<file path="src/rtl/execute_mult_unit.sv">
// Execute-stage iterative shift-add multiplier: WIDTH add/shift steps plus one
// sign-fix step, writing the 2*WIDTH-bit product into architectural HI/LO.
module execute_mult_unit #(
  parameter int WIDTH = 32,
  parameter int CNT_W = 6
) (
  input  logic             Clk,
  input  logic             Rst_n,
  input  logic             StartMultE,
  input  logic             MultSignE,
  input  logic [WIDTH-1:0] SrcAE,
  input  logic [WIDTH-1:0] SrcBE,
  output logic [WIDTH-1:0] HiE,
  output logic [WIDTH-1:0] LoE,
  output logic             MultBusyE,
  output logic             MultDoneE
);

  typedef enum logic [1:0] {
    IDLE = 2'd0,
    RUN  = 2'd1,
    FIX  = 2'd2
  } state_e;

  localparam logic [WIDTH-1:0]   ONE_W   = {{(WIDTH-1){1'b0}}, 1'b1};
  localparam logic [2*WIDTH-1:0] ONE_2W  = {{(2*WIDTH-1){1'b0}}, 1'b1};
  localparam logic [CNT_W-1:0]   CNT_ONE = {{(CNT_W-1){1'b0}}, 1'b1};
  localparam logic [CNT_W-1:0]   CNT_INIT = CNT_W'(WIDTH);

  state_e             state_q, state_d;
  logic [WIDTH-1:0]   mcand_q, mcand_d;
  logic [WIDTH-1:0]   mplier_q, mplier_d;
  logic [WIDTH-1:0]   acc_q, acc_d;
  logic               neg_q, neg_d;
  logic [CNT_W-1:0]   cnt_q, cnt_d;
  logic [WIDTH-1:0]   hi_q, hi_d;
  logic [WIDTH-1:0]   lo_q, lo_d;
  logic               done_q, done_d;

  logic [WIDTH:0]     sum_s;
  logic [2*WIDTH-1:0] prod_s;
  logic [2*WIDTH-1:0] res_s;
  logic [WIDTH-1:0]   a_mag_s;
  logic [WIDTH-1:0]   b_mag_s;

  // Datapath helpers: step sum, operand magnitudes, sign-corrected product.
  always_comb begin
    sum_s   = {1'b0, acc_q} + (mplier_q[0] ? {1'b0, mcand_q} : {(WIDTH+1){1'b0}});
    prod_s  = {acc_q, mplier_q};
    res_s   = neg_q ? (~prod_s + ONE_2W) : prod_s;
    // The most-negative value negates to itself, which is its correct unsigned magnitude.
    a_mag_s = (MultSignE && SrcAE[WIDTH-1]) ? (~SrcAE + ONE_W) : SrcAE;
    b_mag_s = (MultSignE && SrcBE[WIDTH-1]) ? (~SrcBE + ONE_W) : SrcBE;
  end

  // Next-state and datapath update for the IDLE -> RUN -> FIX sequence.
  always_comb begin
    state_d  = state_q;
    mcand_d  = mcand_q;
    mplier_d = mplier_q;
    acc_d    = acc_q;
    neg_d    = neg_q;
    cnt_d    = cnt_q;
    hi_d     = hi_q;
    lo_d     = lo_q;
    done_d   = 1'b0;
    case (state_q)
      IDLE: begin
        if (StartMultE) begin
          mcand_d  = a_mag_s;
          mplier_d = b_mag_s;
          neg_d    = MultSignE & (SrcAE[WIDTH-1] ^ SrcBE[WIDTH-1]);
          acc_d    = {WIDTH{1'b0}};
          cnt_d    = CNT_INIT;
          state_d  = RUN;
        end else begin
          state_d  = IDLE;
        end
      end
      RUN: begin
        acc_d    = sum_s[WIDTH:1];
        mplier_d = {sum_s[0], mplier_q[WIDTH-1:1]};
        cnt_d    = cnt_q - CNT_ONE;
        if (cnt_q == CNT_ONE) begin
          state_d = FIX;
        end else begin
          state_d = RUN;
        end
      end
      FIX: begin
        hi_d    = res_s[2*WIDTH-1:WIDTH];
        lo_d    = res_s[WIDTH-1:0];
        done_d  = 1'b1;
        state_d = IDLE;
      end
      default: begin
        state_d = IDLE;
      end
    endcase
  end

  // State and datapath registers; reset discards any partial product.
  always_ff @(posedge Clk or negedge Rst_n) begin
    if (!Rst_n) begin
      state_q  <= IDLE;
      mcand_q  <= {WIDTH{1'b0}};
      mplier_q <= {WIDTH{1'b0}};
      acc_q    <= {WIDTH{1'b0}};
      neg_q    <= 1'b0;
      cnt_q    <= {CNT_W{1'b0}};
      hi_q     <= {WIDTH{1'b0}};
      lo_q     <= {WIDTH{1'b0}};
      done_q   <= 1'b0;
    end else begin
      state_q  <= state_d;
      mcand_q  <= mcand_d;
      mplier_q <= mplier_d;
      acc_q    <= acc_d;
      neg_q    <= neg_d;
      cnt_q    <= cnt_d;
      hi_q     <= hi_d;
      lo_q     <= lo_d;
      done_q   <= done_d;
    end
  end

  assign HiE       = hi_q;
  assign LoE       = lo_q;
  assign MultDoneE = done_q;
  assign MultBusyE = (state_q != IDLE);

endmodule

</file>
<file path="config.mk">
export PLATFORM = sky130hd
export DESIGN_NAME = execute_mult_unit
export DESIGN_NICKNAME = d
export VERILOG_FILES = /design/src/rtl/execute_mult_unit.sv
export SDC_FILE = /design/constraint.sdc
export NUM_CORES = 1
export LEC_CHECK = 0
export CORE_ASPECT_RATIO = 2
export CORE_MARGIN = 3
export CORE_UTILIZATION = 30
export DETAILED_ROUTE_END_ITERATION = 10
export RECOVER_POWER = 100
export SLEW_MARGIN = 40
export SYNTH_ARGS = -nofsm -noshare
export SYNTH_HDL_FRONTEND = slang
export SYNTH_SLANG_ARGS = --single-unit
</file>
<file path="constraint.sdc">
create_clock -name Clk -period 8 [get_ports Clk]
set_input_delay 2.4 -clock Clk [delete_from_list [all_inputs] [get_ports Clk]]
set_output_delay 2.4 -clock Clk [all_outputs]
set_load 0.05 [all_outputs]
</file>
==> flow_summary_export.csv <==
group,metric,value,unit
placed_design,port_buffers,133,
synth,seq_area_frac_synth,39.6,%
global_route,grt_first_pass_wirelength,50400,um
run_status,status,"complete, but fails checks",
timing,period_needed,6.02,ns
setup_path,crit_arrival,6.36,ns
routing,drt_iter0_markers,454,
timing,final-hold-violation-count,0,
synth,syn_inst,1247,
routing,drc,0,
setup_path,required,8.33,ns
routing,drt_wl_total,31600,um
setup_path,cpPeakStageDelay,1.26,ns
clock_network,cts_made_buffers,17,
power_and_ir_drop,p_leak,5.32,nW
global_route,grt_pass1_vias,9513,
clock_network,clkLatencyLatePin,0.44,ns
global_route,antenna_found_initial,0,
layout,antenna_cells,0,
timing,timing.hold.ws,0.469,ns
clock_network,cts_sinks,170,
timing,rsz0062_at_grt,"false",
clock_network,cts.hold.buffers_added,0,
floorplan,die_x,140,um
global_route,grt_util_all_layers,16.6,%
routing,ant_nets,0,
clock_network,cts_tree,"built",
layout,area_growth,21.5,%
clock_network,post_cts_resized,0,
synth,ys_warn_count,0,
clock_network,clock_path_buffers,2,
floorplan,ios,134,
synth,ys_ff_latch,170,
setup_path,critPathTopFamily,"buffers and inverters",
synth,yosys.cell_types.count,61,
setup_path,worstPathCellList,"dlygate4sd3_1 -> and2_0 -> nor2_1 -> clkbuf_1 -> a22oi_1 -> o21ai_0",
floorplan,die_area,0.0383,sq mm
placed_design,dp_hpwl,24600,um
job,drv_cap,6,
timing,relSlewSlack,-130,%
floorplan,die_h,274,um
power_and_ir_drop,p_per_area,372,mW/mm^2
clock_network,cts-root-buf,"clkbuf_16",
placed_design,finalWeightedCongestion,0.892,
synth,synth_edf_count,0,
setup_path,cp_max_fo,32,
power_and_ir_drop,power_switching,2.24,mW
power_and_ir_drop,swShare,46.1,%
synth,synth-main-ff-cell,"dfrtp_1",
global_route,grt_start_max_net_pins,106,
layout,final_nets,1451,
timing,max_freq,166,MHz
layout,drive_above_1_share,4.50,%
timing,setup-tns-final,0,ns
layout,final_util,37.1,%
setup_path,endpoint_kind,"register",
synth,synthesis.nets,1353,
timing,finClkSkew,0.0117,ns
routing,drt-pass1-iter-count,5,
setup_path,path_buf_inv,2,
power_and_ir_drop,power_frac_seq,32.8,%
routing,via_count,9233,
setup_path,critPathLaunchType,"input pin",
clock_network,htree_num_levels,4,
global_route,grt_overflow,0,
power_and_ir_drop,comb_power_share,50.1,%
run_status,failed_checks,"max-capacitance violations, max-slew violations",
timing,setup_viol,0,
power_and_ir_drop,peakVddDrop,145,uV
floorplan,start_util,30.5,%
routing,drt-vias-per-instance,5.12,
synth,postSynthAreaPerCell,8.62,sq um
power_and_ir_drop,p_int,2.62,mW
power_and_ir_drop,p_clk_share,17.1,%
setup_path,slowest_stage,"nor2_1",
routing,drt-wirelength-per-cell,17.5,um
synth,synthArstFlopShare,100,%
floorplan,core_area,0.0352,sq mm
setup_path,path_class,"input pin to register",
synth,netlist_area,0.0107,sq mm
timing,period_share,75.3,%
clock_network,cts_setup_buffers,0,
clock_network,path_clk_slew,0.06,ns
timing,slew_violations,258,
floorplan,floorplan.rows,97,
timing,worst_pin_slew,3.45,ns
hold_path,hold_path.class,"register to register",
## layout by cell type, fill, tap and decap left out, types with 30 or more instances in the layout
cell type        count
clkdlybuf4s50_1     64
dlygate4sd3_1       68
ha_1                37
nand2_1            183
a22oi_1             30
and2_1              39
xor2_1             104
o21ai_0            212
xnor2_1             42
dfrtp_1            170
a21oi_1             45
nor2_1              56
## power groups by stage
stage	logic, mW	registers [mW]	clock network, mW
after floorplan	1.55	1.76	0
final	2.43	1.59	0.827
after CTS	2.49	1.59	0.851
after global routing	2.72	1.65	0.883
after detailed placement	2.48	1.61	0
after global placement	2.44	1.59	0
## path summary, 6_finish.rpt
kind,cells past startpoint,slack (ns),endpoint,start
hold reg to reg,2,0.47,mcand_q[23],mcand_q[23]
setup / recovery,6,1.98,mplier_q[27],StartMultE
hold / removal,2,0.47,mcand_q[23],mcand_q[23]
min in group asynchronous,1,2.50,LoE[2],Rst_n
setup reg to reg,8,3.30,HiE[20],mplier_q[8]
max in group asynchronous,3,3.72,mcand_q[27],Rst_n
## synthesized netlist by cell type (13+ instances only)
cell / instances / share of area, %
nand2_1: 183 / 6.4
ha_1: 37 / 4.3
nand3_1: 29 / 1.4
o21ai_0: 209 / 9.7
clkbuf_1: 63 / 2.2
o31ai_1: 28 / 2.0
inv_1: 20 / 0.70
o41ai_1: 13 / 1.1
or4_1: 15 / 1.0
xor2_1: 104 / 8.5
a22oi_1: 30 / 2.1
and2_1: 41 / 2.4
a21oi_1: 45 / 2.1
dfrtp_1: 170 / 40
nor3_1: 21 / 0.98
xnor2_1: 42 / 3.4
or3_1: 17 / 0.99
nor2_1: 55 / 1.9
## final cells by class
class | instances | area, sq um
Inverter | 20 | 75.1
Clock inverter | 13 | 144
Sequential cell | 170 | 4250
Timing Repair Buffer | 143 | 1410
Fill cell | 3644 | 22100
Clock buffer | 18 | 439
Multi-Input combinational cell | 993 | 6180
Tap cell | 445 | 557
## registers in the layout, indices dropped and copies added, names as in the netlist, 2 cells and up
name      count
mcand_q      32
state_q       2
acc_q        32
LoE          32
cnt_q         6
HiE          32
mplier_q     32
## worst min-delay path, stage by stage, from the launching register on
cell and delay, ns:
dfrtp_1 0.33, nand2_1 0.04, o21ai_0 0.06
## layer usage
| layer | up-vias | routed length (um) | global-route usage, % | part of all wire, % |
|---|---|---|---|---|
| li1 | 4647 | - | - | - |
| met1 | 4318 | 11500 | 16.8 | 36 |
| met3 | 67 | 1010 | 2.03 | 3.2 |
| met2 | 201 | 17500 | 32.4 | 55 |
| met5 | - | 0 | 0 | 0 |
| met4 | 0 | 1610 | 8.60 | 5.1 |
## metrics by stage
step	setup slack [ns]	power, mW	cells	area (sq um)
2_1_floorplan	3.48	3.31	1247	10700
3_3_place_gp	2.59	4.03	1770	12500
3_5_place_dp	2.50	4.09	1770	12500
4_1_cts	2.97	4.94	1801	13100
5_1_grt	1.58	5.26	1802	13100
6_report	1.98	4.85	1802	13100
## logic make-up after synthesis
logic type | share of synthesized area, %
mux | 0.186
xor+xnor | 11.9
fa+ha+maj | 4.49
compound gates | 21.4
simple gates | 19.5
buf+inv | 2.93
flops | 39.6
Note: power is estimated with default switching activity, not from simulation.
